<file path="src/rtl/memoredf_pkg.sv">
// Shared types and sizing helpers for the MemorEDF queue dispatcher.
package memoredf_pkg;

  function automatic int queue_id_width(input int number_of_queues);
    return (number_of_queues > 1) ? $clog2(number_of_queues) : 1;
  endfunction

  typedef enum logic {
    IDLE  = 1'b0,
    ISSUE = 1'b1
  } dispatch_state_t;

endpackage

</file>
<file path="src/rtl/transaction_fifo.sv">
// Single-clock circular FIFO; head is visible combinationally at pop_data.
// Push is ignored when full and pop is ignored when empty; there is no pop-through when full.
module transaction_fifo #(
  parameter int QUEUE_DEPTH = 8,
  parameter int DATA_WIDTH  = 32,
  localparam int PW = $clog2(QUEUE_DEPTH),
  localparam int CW = PW + 1
) (
  input  logic                  clock,
  input  logic                  reset,
  input  logic                  push,
  input  logic                  pop,
  input  logic [DATA_WIDTH-1:0] push_data,
  output logic [DATA_WIDTH-1:0] pop_data,
  output logic [CW-1:0]         count,
  output logic                  empty,
  output logic                  full
);

  logic [DATA_WIDTH-1:0] mem [QUEUE_DEPTH];
  logic [PW-1:0]         wr_ptr;
  logic [PW-1:0]         rd_ptr;
  logic                  do_push;
  logic                  do_pop;

  assign empty    = (count == '0);
  assign full     = (count == CW'(QUEUE_DEPTH));
  assign do_push  = push & ~full;
  assign do_pop   = pop & ~empty;
  assign pop_data = mem[rd_ptr];

  // Storage is not reset: the pointers and count alone define validity.
  always_ff @(posedge clock) begin
    if (do_push) begin
      mem[wr_ptr] <= push_data;
    end
  end

  always_ff @(posedge clock or posedge reset) begin
    if (reset) begin
      wr_ptr <= '0;
      rd_ptr <= '0;
      count  <= '0;
    end else begin
      if (do_push) begin
        wr_ptr <= wr_ptr + 1'b1;
      end
      if (do_pop) begin
        rd_ptr <= rd_ptr + 1'b1;
      end
      if (do_push && !do_pop) begin
        count <= count + 1'b1;
      end else if (do_pop && !do_push) begin
        count <= count - 1'b1;
      end
    end
  end

endmodule

</file>
<file path="src/rtl/queue_dispatcher.sv">
// Per-queue transaction buffers that execute scheduler grants: pop granted queue, issue downstream
// with valid/ready (latency 1 from grant), report served/dropped; grant_ready falls while output is stalled.
module queue_dispatcher
  import memoredf_pkg::*;
#(
  parameter int NUMBER_OF_QUEUES = 4,
  parameter int QUEUE_DEPTH      = 8,
  parameter int DATA_WIDTH       = 32,
  localparam int IDW = queue_id_width(NUMBER_OF_QUEUES)
) (
  input  logic                                 clock,
  input  logic                                 reset,
  input  logic [NUMBER_OF_QUEUES-1:0]          in_valid,
  input  logic [NUMBER_OF_QUEUES*DATA_WIDTH-1:0] in_data,
  output logic [NUMBER_OF_QUEUES-1:0]          in_ready,
  output logic [NUMBER_OF_QUEUES-1:0]          empty,
  input  logic                                 grant_valid,
  input  logic [IDW-1:0]                       grant_selection,
  output logic                                 grant_ready,
  output logic                                 grant_dropped,
  output logic                                 out_valid,
  output logic [DATA_WIDTH-1:0]                out_data,
  output logic [IDW-1:0]                       out_id,
  input  logic                                 out_ready,
  output logic                                 served,
  output logic [IDW-1:0]                       served_id
);

  localparam int CW = $clog2(QUEUE_DEPTH) + 1;

  dispatch_state_t             state;
  dispatch_state_t             state_next;
  logic [DATA_WIDTH-1:0]       head  [NUMBER_OF_QUEUES];
  logic [CW-1:0]               count [NUMBER_OF_QUEUES];
  logic [NUMBER_OF_QUEUES-1:0] full;
  logic [NUMBER_OF_QUEUES-1:0] push;
  logic [NUMBER_OF_QUEUES-1:0] pop;
  logic                        grant_accept;
  logic                        grant_hit;
  logic                        handshake;

  assign grant_accept = grant_valid & grant_ready;
  // empty is the registered pre-edge view, so a same-cycle push cannot rescue a grant.
  assign grant_hit    = grant_accept & ~empty[grant_selection];
  assign handshake    = out_valid & out_ready;

  for (genvar q = 0; q < NUMBER_OF_QUEUES; q++) begin : g_queue
    assign push[q]     = in_valid[q] & ~full[q];
    assign pop[q]      = grant_hit & (grant_selection == IDW'(q));
    assign in_ready[q] = (count[q] < CW'(QUEUE_DEPTH));

    transaction_fifo #(
      .QUEUE_DEPTH (QUEUE_DEPTH),
      .DATA_WIDTH  (DATA_WIDTH)
    ) u_fifo (
      .clock     (clock),
      .reset     (reset),
      .push      (push[q]),
      .pop       (pop[q]),
      .push_data (in_data[q*DATA_WIDTH +: DATA_WIDTH]),
      .pop_data  (head[q]),
      .count     (count[q]),
      .empty     (empty[q]),
      .full      (full[q])
    );
  end

  always_ff @(posedge clock or posedge reset) begin
    if (reset) begin
      state <= IDLE;
    end else begin
      state <= state_next;
    end
  end

  always_comb begin
    state_next = IDLE;
    if (grant_hit) begin
      state_next = ISSUE;
    end else if ((state == ISSUE) && !out_ready) begin
      state_next = ISSUE;
    end
  end

  // Accepting while the current output completes gives back-to-back issue.
  always_comb begin
    out_valid   = (state == ISSUE);
    grant_ready = (state == IDLE) | out_ready;
  end

  always_ff @(posedge clock or posedge reset) begin
    if (reset) begin
      out_data      <= '0;
      out_id        <= '0;
      served        <= 1'b0;
      served_id     <= '0;
      grant_dropped <= 1'b0;
    end else begin
      served        <= handshake;
      grant_dropped <= grant_accept & empty[grant_selection];
      if (handshake) begin
        served_id <= out_id;
      end
      if (grant_hit) begin
        out_data <= head[grant_selection];
        out_id   <= grant_selection;
      end
    end
  end

endmodule

</file>
<file path="config.mk">
export PLATFORM = sky130hd
export DESIGN_NAME = queue_dispatcher
export DESIGN_NICKNAME = d
export VERILOG_FILES = /design/src/rtl/memoredf_pkg.sv /design/src/rtl/transaction_fifo.sv /design/src/rtl/queue_dispatcher.sv
export SDC_FILE = /design/constraint.sdc
export NUM_CORES = 1
export LEC_CHECK = 0
export ABC_CLOCK_PERIOD_IN_PS = 8900
export CAP_MARGIN = 0
export CORE_MARGIN = 1.5
export CORE_UTILIZATION = 65
export CTS_CLUSTER_SIZE = 12
export DETAILED_ROUTE_END_ITERATION = 8
export PLACE_DENSITY = 0.85
export SLEW_MARGIN = 20
export SYNTH_ARGS = -nofsm -noshare
export SYNTH_HDL_FRONTEND = slang
export SYNTH_SLANG_ARGS = --single-unit
</file>
<file path="constraint.sdc">
create_clock -name clock -period 8.9 [get_ports clock]
set_input_delay 0.89 -clock clock [delete_from_list [all_inputs] [get_ports clock]]
set_output_delay 0.89 -clock clock [all_outputs]
set_load 0.01 [all_outputs]
</file>
Word-level counts from Yosys, hierarchy flattened
Memory sizes are Yosys's and may differ from the RTL's.
Index checks and enable logic that the tools add are counted.
{"block": "totals", "ff_bits": 79, "latch_bits": 0, "mem_bits_rw": 1024, "rom_bits": 0, "in_bits": 138, "out_inout_bits": 48, "mem_count": 4}
{"memory": "g_queue[0].u_fifo.mem", "words": 8, "word_bits": 32, "rd": 1, "rd_clocked_by_memory_dff": 0, "wr": 1, "line": "transaction_fifo.sv:20", "source": "logic [DATA_WIDTH-1:0] mem [QUEUE_DEPTH];"}
{"memory": "g_queue[1].u_fifo.mem", "words": 8, "word_bits": 32, "rd": 1, "rd_clocked_by_memory_dff": 0, "wr": 1, "line": "transaction_fifo.sv:20"}
{"memory": "g_queue[2].u_fifo.mem", "words": 8, "word_bits": 32, "rd": 1, "rd_clocked_by_memory_dff": 0, "wr": 1, "line": "transaction_fifo.sv:20"}
{"memory": "g_queue[3].u_fifo.mem", "words": 8, "word_bits": 32, "rd": 1, "rd_clocked_by_memory_dff": 0, "wr": 1, "line": "transaction_fifo.sv:20"}
{"block": "op_classes", "add_sub_neg": 16, "mul": 0, "div_mod_pow": 0, "magnitude_cmp": 6, "n_eq_ne": 7, "n_shift": 0, "mux": 23, "bitwise_logic": 32, "reduce_logical": 27}
{"cell": "binary-select mux 32 bit (select 2 bit)", "n": 1}
{"cell": "2-to-1 mux 32 bit", "n": 2}
{"cell": "2-to-1 mux 4 bit", "n": 8}
{"cell": "adder 3 x 1 -> 3 bit, second input constant", "n": 8}
{"cell": "AND 1 bit", "n": 20}
{"cell": "adder 4 x 1 -> 4 bit, second input constant", "n": 4}
{"cell": "equality test 4 bit, second input constant", "n": 4}
{"cell": "logical NOT 4 bit", "n": 4}
{"cell": "less-than comparator 4 bit, second input constant", "n": 4}
{"cell": "subtractor 4 x 1 -> 4 bit, second input constant", "n": 4}
{"cell": "2-to-1 mux 1 bit", "n": 11}
{"cell": "inverter 1 bit", "n": 10}
{"cell": "logical AND 1 bit", "n": 9}
{"cell": "logical NOT 1 bit", "n": 9}
{"cell": "nonzero test 2 bit", "n": 4}
{"cell": "equality test 2 bit, second input constant", "n": 2}
{"cell": ">= comparator 3 bit, second input constant", "n": 1}
{"cell": "less-than comparator 2 x 3 -> 1 bit, second input constant", "n": 1}
{"cell": "inverter 2 -> 3 bit", "n": 1}
{"cell": "binary-select mux 1 bit (select 2 bit)", "n": 1}
{"cell": "equality test 2 x 1 -> 1 bit, second input constant", "n": 1}
{"cell": "logical NOT 2 bit", "n": 1}
{"cell": "bitwise OR 1 bit", "n": 1}

Longest topological paths before layout
Gate-level depths: netlist of run 1.
{"block": "depth", "ltp_word": 10, "depth_mapped": 14, "mapped_depth_nobuf": 12}

By module
A second synthesis of run 1 with hierarchy kept.
{"block": "hier_totals", "hier_cells": 1882, "hier_area_um2": 43827.0}
{"mod": "transaction_fifo", "n_inst": 4, "cells_each": 434, "area_per_inst_um2": 10367.4}
{"mod": "queue_dispatcher", "n_inst": 1, "cells_each": 146, "area_per_inst_um2": 2357.3}

Worst setup path after synthesis of run 1
OpenSTA, ideal clock, no wires.
{"block": "synth_path", "path_kind": "input to register", "from": "in in_valid[3]", "to": "mem g_queue[3].u_fifo.mem[4][0], enable pin", "setup_ns": 0.513, "arrival_time_ns": 4.421, "required_ns": 8.387, "path_slack_ns": 3.966, "cell_stages": 2, "n_path_buf": 0, "cell_sequence": "nand2_1 > nor4b_1"}
{"block": "synth_via", "elab_chain_len": 4}
{"item": "start: declaration", "line": "queue_dispatcher.sv:13", "source": "input logic [NUMBER_OF_QUEUES-1:0] in_valid,"}
{"item": "AND 1 bit", "line": "queue_dispatcher.sv:48", "source": "assign push[q] = in_valid[q] & ~full[q];"}
{"item": "AND 1 bit", "line": "transaction_fifo.sv:28", "source": "assign do_push = push & ~full;"}
{"item": "2-to-1 mux 1 bit", "line": "transaction_fifo.sv:34", "source": "if (do_push) begin"}
{"item": "2-to-1 mux 1 bit (not written as such)", "line": "transaction_fifo.sv:35", "source": "mem[wr_ptr] <= push_data;"}
{"item": "end: declaration", "line": "transaction_fifo.sv:20"}
No other way between the ends.

Final worst setup path of run 1
{"block": "layout_path", "from": "in grant_selection[0]", "to": "reg g_queue[0].u_fifo.count[3]"}
{"block": "layout_via", "elab_chain_len": 9, "word_cells_on_any_way": 12, "classes_between": "3 x mux; 4 x bitwise; 5 x reduce/logical"}
{"item": "start: declaration", "line": "queue_dispatcher.sv:18", "source": "input logic [IDW-1:0] grant_selection,"}
{"item": "binary-select mux 1 bit (select 2 bit)", "line": "queue_dispatcher.sv:44", "source": "assign grant_hit = grant_accept & ~empty[grant_selection];"}
{"item": "2-to-1 mux 1 bit (not written as such)", "line": "queue_dispatcher.sv:44"}
{"item": "inverter 1 bit", "line": "queue_dispatcher.sv:44"}
{"item": "AND 1 bit", "line": "queue_dispatcher.sv:44"}
{"item": "AND 1 bit (*)", "line": "queue_dispatcher.sv:49", "source": "assign pop[q] = grant_hit & (grant_selection == IDW'(q));"}
{"item": "AND 1 bit (*)", "line": "transaction_fifo.sv:29", "source": "assign do_pop = pop & ~empty;"}
{"item": "logical NOT 1 bit", "line": "transaction_fifo.sv:51", "source": "if (do_push && !do_pop) begin"}
{"item": "logical AND 1 bit", "line": "transaction_fifo.sv:51"}
{"item": "2-to-1 mux 4 bit / nonzero test 2 bit (equally long branches)"}
{"item": "end signal: assignment", "line": "transaction_fifo.sv:52", "source": "count <= count + 1'b1;"}
{"item": "end signal: assignment", "line": "transaction_fifo.sv:54", "source": "count <= count - 1'b1;"}
{"item": "end: declaration", "line": "transaction_fifo.sv:15", "source": "output logic [CW-1:0] count,"}
Every way passes the cells marked *; elsewhere a longest branch is shown, timed or not. The select of a mux whose other input is x is not followed.
A chain may end at the register's enable or synchronous reset.

==> out/results.md, run 1 <==
| Step | Parameter | This run |
| --- | --- | --- |
| synthesis | Post-synth net total | 2054 |
| timing | Minimum clock period after layout | 4.285 ns |
| timing | Setup repair after global routing missed its margin | false |
| global route | Grt ovf | 0 |
| synthesis | Number of enable flip-flop cells after synthesis | 1024 |
| pwr | Leak pwr | 15.58 nW |
| drt | Wire per inst | 35.34 microns |
| layout | Finished layout cell area | 48690 sq um |
| timing | Setup clock skew after layout | 0.03174 ns |
| floorplanning | Chip Height | 258.4 microns |
| clock tree | TritonCTS clock tree | done |
| synthesis | Warnings from Yosys | 0 |
| floorplanning | Core Footprint | 64460 sq um |
| global route | Via count of the first global-routing pass | 22348 |
| placement | Placer's final routability congestion estimate | 0.7820 |
| floorplanning | Die Span X | 258.4 microns |
| floorplanning | Number of placement rows | 93 |
| drt | Remaining number of nets flagged by the antenna check after routing | 0 |
| layout | Seq. cell area | 32750 sq um |
| pwr | Internal | 10.93 mW |
| drt | Via density | 7.100 |
| floorplanning | Total Die Area | 66790 sq um |
| drt | Wirelength, routed | 109400 microns |
| layout | Area added between synthesis and finish | 14.80% |
| timing | Final hold violation count | 0 |
| clock tree | Cells resized by post-CTS repair | 0 |
| synthesis | Count of mapped cells out of synthesis | 1892 |
| critical path | Type of element launching the critical path | input port |
| clock tree | Number of post-CTS setup repair buffers | 0 |
| pwr | Part of the power in registers | 0.459 |
| pwr | Net load switching power | 4.977 mW |
| synthesis | Proportion of register bits with asynchronous set or reset after synthesis | 0.07162 |
| synthesis | Sequential-to-total area share from yosys stat | 0.7716 |
| timing | Post-route fraction of the period consumed by the critical path | 0.4815 |
| layout | Number of nets in the finished design | 2297 |
| synthesis | Yosys cell types | 49 |
| timing | Maximum clock rate | 233.4 MHz |
| drt | Count of vias placed by the detailed router | 21983 |
| clock tree | Number of clock sinks | 1103 |
| global route | Global-route usage over all layers | 0.3359 |
| status | Status | finished clean |
| layout | Number of filler instances in the final layout | 3206 |
| timing | Worst-case hold slack | 0.5045 ns |
| critical path | Worst path required time | 9.44 ns |
| pwr | Combinational share of power | 0.273 |
| synthesis | Post-synthesis average cell area | 22.42 sq um |
| timing | Final slew viol count | 0 |
| pwr | Share of power burned in the clock network | 0.268 |
| timing | Worst Tran Pin Value | 1.067 ns |
| synthesis | Synth Register Bits | 1103 |
| layout | Count of non-filler cells in the finished layout | 3096 |
| global route | First-pass GRT wire length | 157700 microns |
| critical path | Largest fanout of any net on the critical path | 56 |
| floorplanning | Count of boundary I/O pins | 186 |
| flow run | Count of maximum capacitance violations | 0 |
| pwr | Power density relative to cell area | 326.7 nW/um^2 |
| min path | Worst min-delay path class | flop to flop |
| global route | Antenna violations before repair | 22 |
| clock tree | Clock root cell | clkbuf_16 |
| drt | Post-route DRC | 0 |
| synthesis | Ys flop type | edfxtp_1 |
| clock tree | Number of H-tree branching levels | 3 |
| placement | Total half-perimeter wirelength after legalization and detailed placement | 59840 microns |
| timing | Summed negative setup slack over all endpoints | 0 ns |
| synthesis | Cell Area, Synth | 42410 sq um |
| global route | Pin count of the biggest net entering global routing | 67 |
| layout | Total area of multi-input combinational cells | 9299 sq um |
| clock tree | Insertion delay to the later sink of the worst-skew pair | 0.67 ns |
| placement | PortBufs | 185 |
| timing | Slew Limit Headroom | 0.2884 |
| clock tree | Clock buffer depth | 3 |
| pwr | Switching part of the total power | 0.3129 |
| placement | Number of cells after detailed placement | 2882 |
| drt | Pre-antenna DRT Iters | 8 |
| clock tree | Number of buffers created by CTS | 106 |
| clock tree | Post-CTS clock slew at the launch and capture registers of the worst setup and hold paths | 0.06 ns |
| floorplanning | Initial standard-cell utilization of the core | 0.6579 |
| drt | 1st-iter DRT viols | 3300 |
| placement | Cell area after placement | 45410 sq um |
| timing | Setup-violating endpoint count in the final report | 0 |
| critical path | Endpoint class of the critical path | flop |
| layout | Fraction of layout cells with a size suffix above 1 | 0.2290 |
| clock tree | Hold bufs inserted after CTS | 0 |
| pwr | VDD IR max | 0.2321 mV |
| critical path | Critical setup path kind | input port to flop |
| critical path | Critical path data arrival time | 4.83 ns |
## power groups by stage
stage	clock network (mW)	registers [mW]	logic, mW
after floorplan	0	6.95	2.91
after global placement	0	7.26	4.04
after detailed placement	0	7.34	4.17
after CTS	4.30	7.30	4.31
after global routing	4.48	7.37	4.50
final	4.26	7.30	4.34
## layer usage
layer	global-route usage	share of wire
met3	0.07522	0.12
met2	0.5293	0.49
met5	0	0.0012
met1	0.4474	0.33
met4	0.1798	0.062
## registers in the layout (all words and copies together) (netlist names), 2 cells and up
| register | cells |
|---|---|
| out_id | 2 |
| g_queue.u_fifo.wr_ptr | 12 |
| g_queue.u_fifo.count | 16 |
| g_queue.u_fifo.rd_ptr | 12 |
| served_id | 2 |
| out_data | 32 |
| g_queue.u_fifo.mem | 1024 |
## cell usage after synthesis, types with 7 or more instances
| cell type | n | area share |
|---|---|---|
| mux2i_1 | 68 | 0.016 |
| nor2_1 | 21 | 0.0019 |
| o21ai_0 | 17 | 0.0020 |
| clkbuf_1 | 40 | 0.0035 |
| o22a_1 | 30 | 0.0062 |
| a22oi_1 | 58 | 0.010 |
| edfxtp_1 | 1024 | 0.73 |
| buf_4 | 7 | 0.0012 |
| buf_1 | 8 | 0.00071 |
| inv_1 | 18 | 0.0016 |
| nand2_1 | 34 | 0.0030 |
| dfrtp_1 | 79 | 0.047 |
| nor3_1 | 13 | 0.0015 |
| o211ai_1 | 29 | 0.0051 |
| buf_6 | 7 | 0.0019 |
| mux4_2 | 256 | 0.14 |
| xnor2_1 | 31 | 0.0064 |
| nand2b_1 | 7 | 0.0010 |
| o21ai_2 | 10 | 0.0021 |
| ha_1 | 20 | 0.0059 |
| buf_2 | 36 | 0.0042 |
| o21ai_1 | 10 | 0.0012 |
| mux2_2 | 9 | 0.0024 |
## cells by family (layout without fill, tap and decap cells)
group | Yosys count | count (layout) | share of synthesized area
adder cells (fa/ha/maj) | 24 | 24 | 0.007788
multiplexers | 337 | 337 | 0.1554
AO/OA/AOI/OAI | 171 | 171 | 0.03042
XOR/XNOR | 32 | 32 | 0.006608
flip-flops | 1103 | 1103 | 0.7716
other | 0 | 14 | 0
AND/OR/NAND/NOR | 107 | 107 | 0.01434
buffers and inverters | 118 | 453 | 0.01378
## critical path, stage by stage
cell,delay (ns)
clkdlybuf4s50_1,0.59
nand2_1,0.14
buf_4,0.48
o22ai_4,0.16
nor3_4,0.21
buf_4,0.66
nand3_4,0.18
ha_1,0.30
inv_1,0.15
ha_1,0.27
a21o_1,0.19
a21oi_1,0.21
xnor2_1,0.15
nor2_1,0.09
xnor2_1,0.13
## cell usage in the layout (no fill, tap or decap), types with 10 or more instances in the layout
cell | synthesis | final
inv_1 | 18 | 17
o22a_1 | 30 | 30
o211ai_1 | 29 | 29
clkbuf_1 | 40 | 71
clkbuf_8 | 0 | 10
o21ai_1 | 10 | 10
edfxtp_1 | 1024 | 1024
mux4_2 | 256 | 256
nand2_1 | 34 | 34
clkdlybuf4s50_1 | 0 | 185
o21ai_2 | 10 | 10
diode_2 | 0 | 14
ha_1 | 20 | 20
mux2i_1 | 68 | 68
o21ai_0 | 17 | 17
buf_4 | 7 | 50
clkbuf_16 | 0 | 107
nor3_2 | 0 | 13
xnor2_1 | 31 | 31
nor2_4 | 0 | 10
dfrtp_1 | 79 | 69
a22oi_1 | 58 | 58
## area by class of cell
class / instances / area share
well taps: 855 / 0.02197
flip-flops and latches: 1103 / 0.6726
diodes: 14 / 0.0007196
clock inverters: 12 / 0.003212
repair buffers: 235 / 0.04574
multi-input cells: 671 / 0.1910
inverters: 18 / 0.001439
clock buffers: 188 / 0.06330
## worst paths after layout
check | slack [ns] | endpoint | cells past startpoint | from
setup / recovery | 4.61 | g_queue[0].u_fifo.count[3]$_DFFE_PP0P_ | 15 | grant_selection[0]
hold / removal | 0.50 | served_id[1]$_DFFE_PP0P_ | 1 | served_id[1]$_DFFE_PP0P_
setup reg to reg | 5.30 | g_queue[0].u_fifo.count[3]$_DFFE_PP0P_ | 13 | g_queue[0].u_fifo.count[1]$_DFFE_PP0P_
hold reg to reg | 0.50 | served_id[1]$_DFFE_PP0P_ | 1 | served_id[1]$_DFFE_PP0P_
max in group asynchronous | 7.12 | g_queue[0].u_fifo.rd_ptr[0]$_DFFE_PP0P_ | 3 | reset
min in group asynchronous | 0.66 | out_id[1]$_DFFE_PP0N_ | 2 | reset
## metrics by stage
stage | total power, mW | utilization | setup WS, ns
floorplan | 9.858 | - | 3.966
finish | 15.91 | 0.7553 | 4.615
CTS | 15.90 | 0.7547 | 4.755
global placement | 11.29 | 0.7045 | 4.363
detailed placement | 11.50 | 0.7045 | 4.219
global route | 16.35 | 0.7550 | 4.469
No activity file was read; power rests on OpenSTA's default activity.
==> run 2, diff against run 1 <==
--- a/config.mk
+++ b/config.mk
@@ -5,13 +5,13 @@
 export SDC_FILE = /design/constraint.sdc
 export NUM_CORES = 1
 export LEC_CHECK = 0
-export ABC_CLOCK_PERIOD_IN_PS = 8900
+export ABC_CLOCK_PERIOD_IN_PS = 3500
 export CAP_MARGIN = 0
 export CORE_MARGIN = 1.5
-export CORE_UTILIZATION = 65
+export CORE_UTILIZATION = 54
 export CTS_CLUSTER_SIZE = 12
 export DETAILED_ROUTE_END_ITERATION = 8
-export PLACE_DENSITY = 0.85
+export PLACE_DENSITY = 0.75
 export SLEW_MARGIN = 20
 export SYNTH_ARGS = -nofsm -noshare
 export SYNTH_HDL_FRONTEND = slang
==> constraint.sdc (replaced) <==
create_clock -name clock -period 3.5 [get_ports clock]
set_input_delay 0.35 -clock clock [delete_from_list [all_inputs] [get_ports clock]]
set_output_delay 0.35 -clock clock [all_outputs]
set_load 0.01 [all_outputs]
==> run 2 against run 1 <==
Sequential share of layout area shrank 1.2 points. First-iteration DRC count shrank 35%. Die area grew 20%. Final cell count grew 6.6%. Global-route usage shrank 8.9 points. Sequential cell count is the same. Design area grew 1.8%. Non-clock buffer count grew 36. Wire length shrank 10%. Sequential power grew to 2.5 times the previous value. Power grew to 2.5 times the previous value. Critical path depth shrank 2.
==> out/results.md, run 2 (synthesized netlist as in run 1, its figures left out) <==
| Step | Parameter | This run | Change |
| --- | --- | --- | --- |
| timing | Setup clock skew after layout | 0.04233 ns | was 0.03174 ns |
| clock tree | TritonCTS clock tree | done | unchanged |
| critical path | Depth of the most critical reg-to-reg path | 13 | unchanged |
| timing | Maximum clock rate | 322.9 MHz |  |
| critical path | Endpoint class of the critical path | flop | unchanged |
| floorplanning | Total Die Area | 80230 sq um | was 66790 sq um |
| floorplanning | Core Footprint | 77590 sq um | was 64460 sq um |
| critical path | Critical path data arrival time | 3.69 ns | was 4.83 ns |
| status | Status | finished clean | unchanged |
| pwr | Leak pwr | 15.89 nW | was 15.58 nW |
| timing | Final hold violation count | 0 | unchanged |
| drt | Pre-antenna DRT Iters | 5 | was 8 |
| critical path | Reg2Reg Launch Point | g_queue[0].u_fifo.count[1]$_DFFE_PP0P_ | unchanged |
| placement | Total half-perimeter wirelength after legalization and detailed placement | 61290 microns | was 59840 microns |
| timing | Setup repair after global routing missed its margin | false | unchanged |
| placement | Placer's final routability congestion estimate | 0.8144 | was 0.7820 |
| drt | Wirelength, routed | 98310 microns | was 109400 microns |
| critical path | Worst path required time | 4.09 ns | was 9.44 ns |
| global route | First-pass GRT wire length | 143200 microns | was 157700 microns |
| critical path | Beginning of the critical path | g_queue[0].u_fifo.count[1]$_DFFE_PP0P_ | was grant_selection[0] |
| clock tree | Clock root cell | clkbuf_16 | unchanged |
| global route | Grt ovf | 0 | unchanged |
| min path | Worst min-delay path class | input port to async pin | was flop to flop |
| global route | Via count of the first global-routing pass | 20880 | was 22348 |
| timing | Minimum clock period after layout | 3.097 ns |  |
| flow run | Count of maximum capacitance violations | 0 | unchanged |
| pwr | Total power | 40.38 mW | was 15.91 mW |
| layout | Seq. cell area | 32750 sq um | unchanged |
| drt | Wire per inst | 29.80 microns | was 35.34 microns |
| drt | Count of vias placed by the detailed router | 20489 | was 21983 |
| drt | 1st-iter DRT viols | 2151 | was 3300 |
| layout | Number of nets in the finished design | 2335 | was 2297 |
| layout | Fraction of layout cells with a size suffix above 1 | 0.2434 | was 0.2290 |
| layout | Leading registers by flop count | g_queue.u_fifo.mem: 1024 flops, out_data: 32 flops, g_queue.u_fifo.count: 16 flops | unchanged |
| floorplanning | Number of placement rows | 102 | was 93 |
| layout | Most frequent standard cell in the layout excluding fill and tap cells | edfxtp_1 | unchanged |
| pwr | Power density relative to cell area | 814.6 nW/um^2 | was 326.7 nW/um^2 |
| clock tree | Number of buffers created by CTS | 108 | was 106 |
| clock tree | Number of H-tree branching levels | 3 | unchanged |
| placement | Worst setup timing slack at the placement stage | 0.1371 ns | was 4.219 ns |
| timing | Setup-violating endpoint count in the final report | 0 | unchanged |
| timing | Worst Tran Pin Value | 0.9793 ns | was 1.067 ns |
| clock tree | Clock buffer depth | 3 | unchanged |
| clock tree | Insertion delay to the later sink of the worst-skew pair | 0.68 ns | was 0.67 ns |
| placement | PortBufs | 185 | unchanged |
| layout | Total area of multi-input combinational cells | 9415 sq um | was 9299 sq um |
| critical path | Type of element launching the critical path | flop | was input port |
| timing | Post-route fraction of the period consumed by the critical path | 0.8850 |  |
| clock tree | Hold bufs inserted after CTS | 0 | unchanged |
| layout | Number of filler instances in the final layout | 5084 | was 3206 |
| global route | Pin count of the biggest net entering global routing | 74 | was 67 |
| timing | Final Worst Setup Slack | 0.4026 ns | was 4.615 ns |
| layout | Commonest cells after routing, fill and taps aside | edfxtp_1 (1024), mux4_2 (256), clkdlybuf4s50_1 (185) | unchanged |
| pwr | VDD IR max | 0.5808 mV | was 0.2321 mV |
| clock tree | Post-CTS clock slew at the launch and capture registers of the worst setup and hold paths | 0.06 ns | about the same |
| clock tree | Cells resized by post-CTS repair | 0 | unchanged |
| critical path | Critical setup path kind | flop to flop | was input port to flop |
| global route | Antenna violations before repair | 21 | was 22 |
| floorplanning | Chip Height | 283.3 microns | was 258.4 microns |
| timing | Slew Limit Headroom | 0.3471 | was 0.2884 |
| clock tree | Number of post-CTS setup repair buffers | 0 | unchanged |
| drt | Remaining number of nets flagged by the antenna check after routing | 0 | unchanged |
| layout | Area added between synthesis and finish | 16.87% | was 14.80% |
| layout | Largest register by flop count | g_queue.u_fifo.mem | unchanged |
| layout | Largest register FFs | 1024 | unchanged |
| timing | Final slew viol count | 0 | unchanged |
| clock tree | Number of clock sinks | 1103 | unchanged |
| floorplanning | Die Span X | 283.3 microns | was 258.4 microns |
| floorplanning | Initial standard-cell utilization of the core | 0.5466 | was 0.6579 |
| drt | Post-route DRC | 0 | unchanged |
| global route | Global-route usage over all layers | 0.2473 | was 0.3359 |
| floorplanning | Count of boundary I/O pins | 186 | unchanged |
| critical path | Largest fanout of any net on the critical path | 16 | was 56 |
| timing | Summed negative setup slack over all endpoints | 0 ns | unchanged |
| drt | Via density | 6.211 | was 7.100 |
## run 2: final timing paths
| check | end | slack [ns] |
|---|---|---|
| setup / recovery | g_queue[3].u_fifo.count[3]$_DFFE_PP0P_ | 0.40 |
| hold / removal | g_queue[2].u_fifo.wr_ptr[0]$_DFFE_PP0P_ | 0.001 |
| setup reg to reg | g_queue[3].u_fifo.count[3]$_DFFE_PP0P_ | 0.40 |
| hold reg to reg | g_queue[2].u_fifo.wr_ptr[0]$_DFFE_PP0P_ | 0.52 |
| max in group asynchronous | out_data[6]$_DFFE_PP0N_ | 2.69 |
| min in group clock | served$_DFF_PP0_ | 0.30 |
## run 2: through the flow
step                hold slack [ns]  instance area, sq um    util  instances
floorplan                    0.4489                 42500       -       1892
finish                     0.001349                 49570  0.6388       3299
global route                0.02889                 49560  0.6386       3295
detailed placement           0.5096                 46330  0.5970       3102
CTS                          0.2766                 49520  0.6382       3290
global placement             0.4942                 46330  0.5970       3102
## run 2: power breakdown
group	internal (mW)	switching, mW	leakage, nW
Combinational	5.42	5.96	4.14
Clock	5.92	4.64	1.54
Sequential	16.7	1.71	10.2
Total	28.1	12.3	15.9
## run 2: cell type report
type,count,area share
flip-flops and latches,1103,0.6607
multi-input cells,671,0.1900
clock buffers,162,0.06005
repair buffers,271,0.05685
well taps,1040,0.02625
clock inverters,26,0.004342
inverters,18,0.001414
diodes,8,0.0004039
## run 2: layer usage
layer | global-route usage | routed length [microns] | vias to the layer above
met5 | 0 | 163 | -
met4 | 0.07634 | 2457 | 28
met3 | 0.05507 | 9441 | 142
met2 | 0.3920 | 48380 | 957
met1 | 0.3478 | 37860 | 10827
li1 | - | - | 8535
## run 2: worst max-delay path, stage by stage (launching register included)
cell,delay [ns]
dfrtp_1,0.43
or4_4,0.63
o22ai_4,0.23
nor3_4,0.08
buf_12,0.16
nand3_4,0.10
ha_1,0.21
inv_1,0.10
ha_1,0.28
a21o_1,0.17
a21oi_1,0.20
xnor2_1,0.15
nor2_1,0.08
xnor2_1,0.18
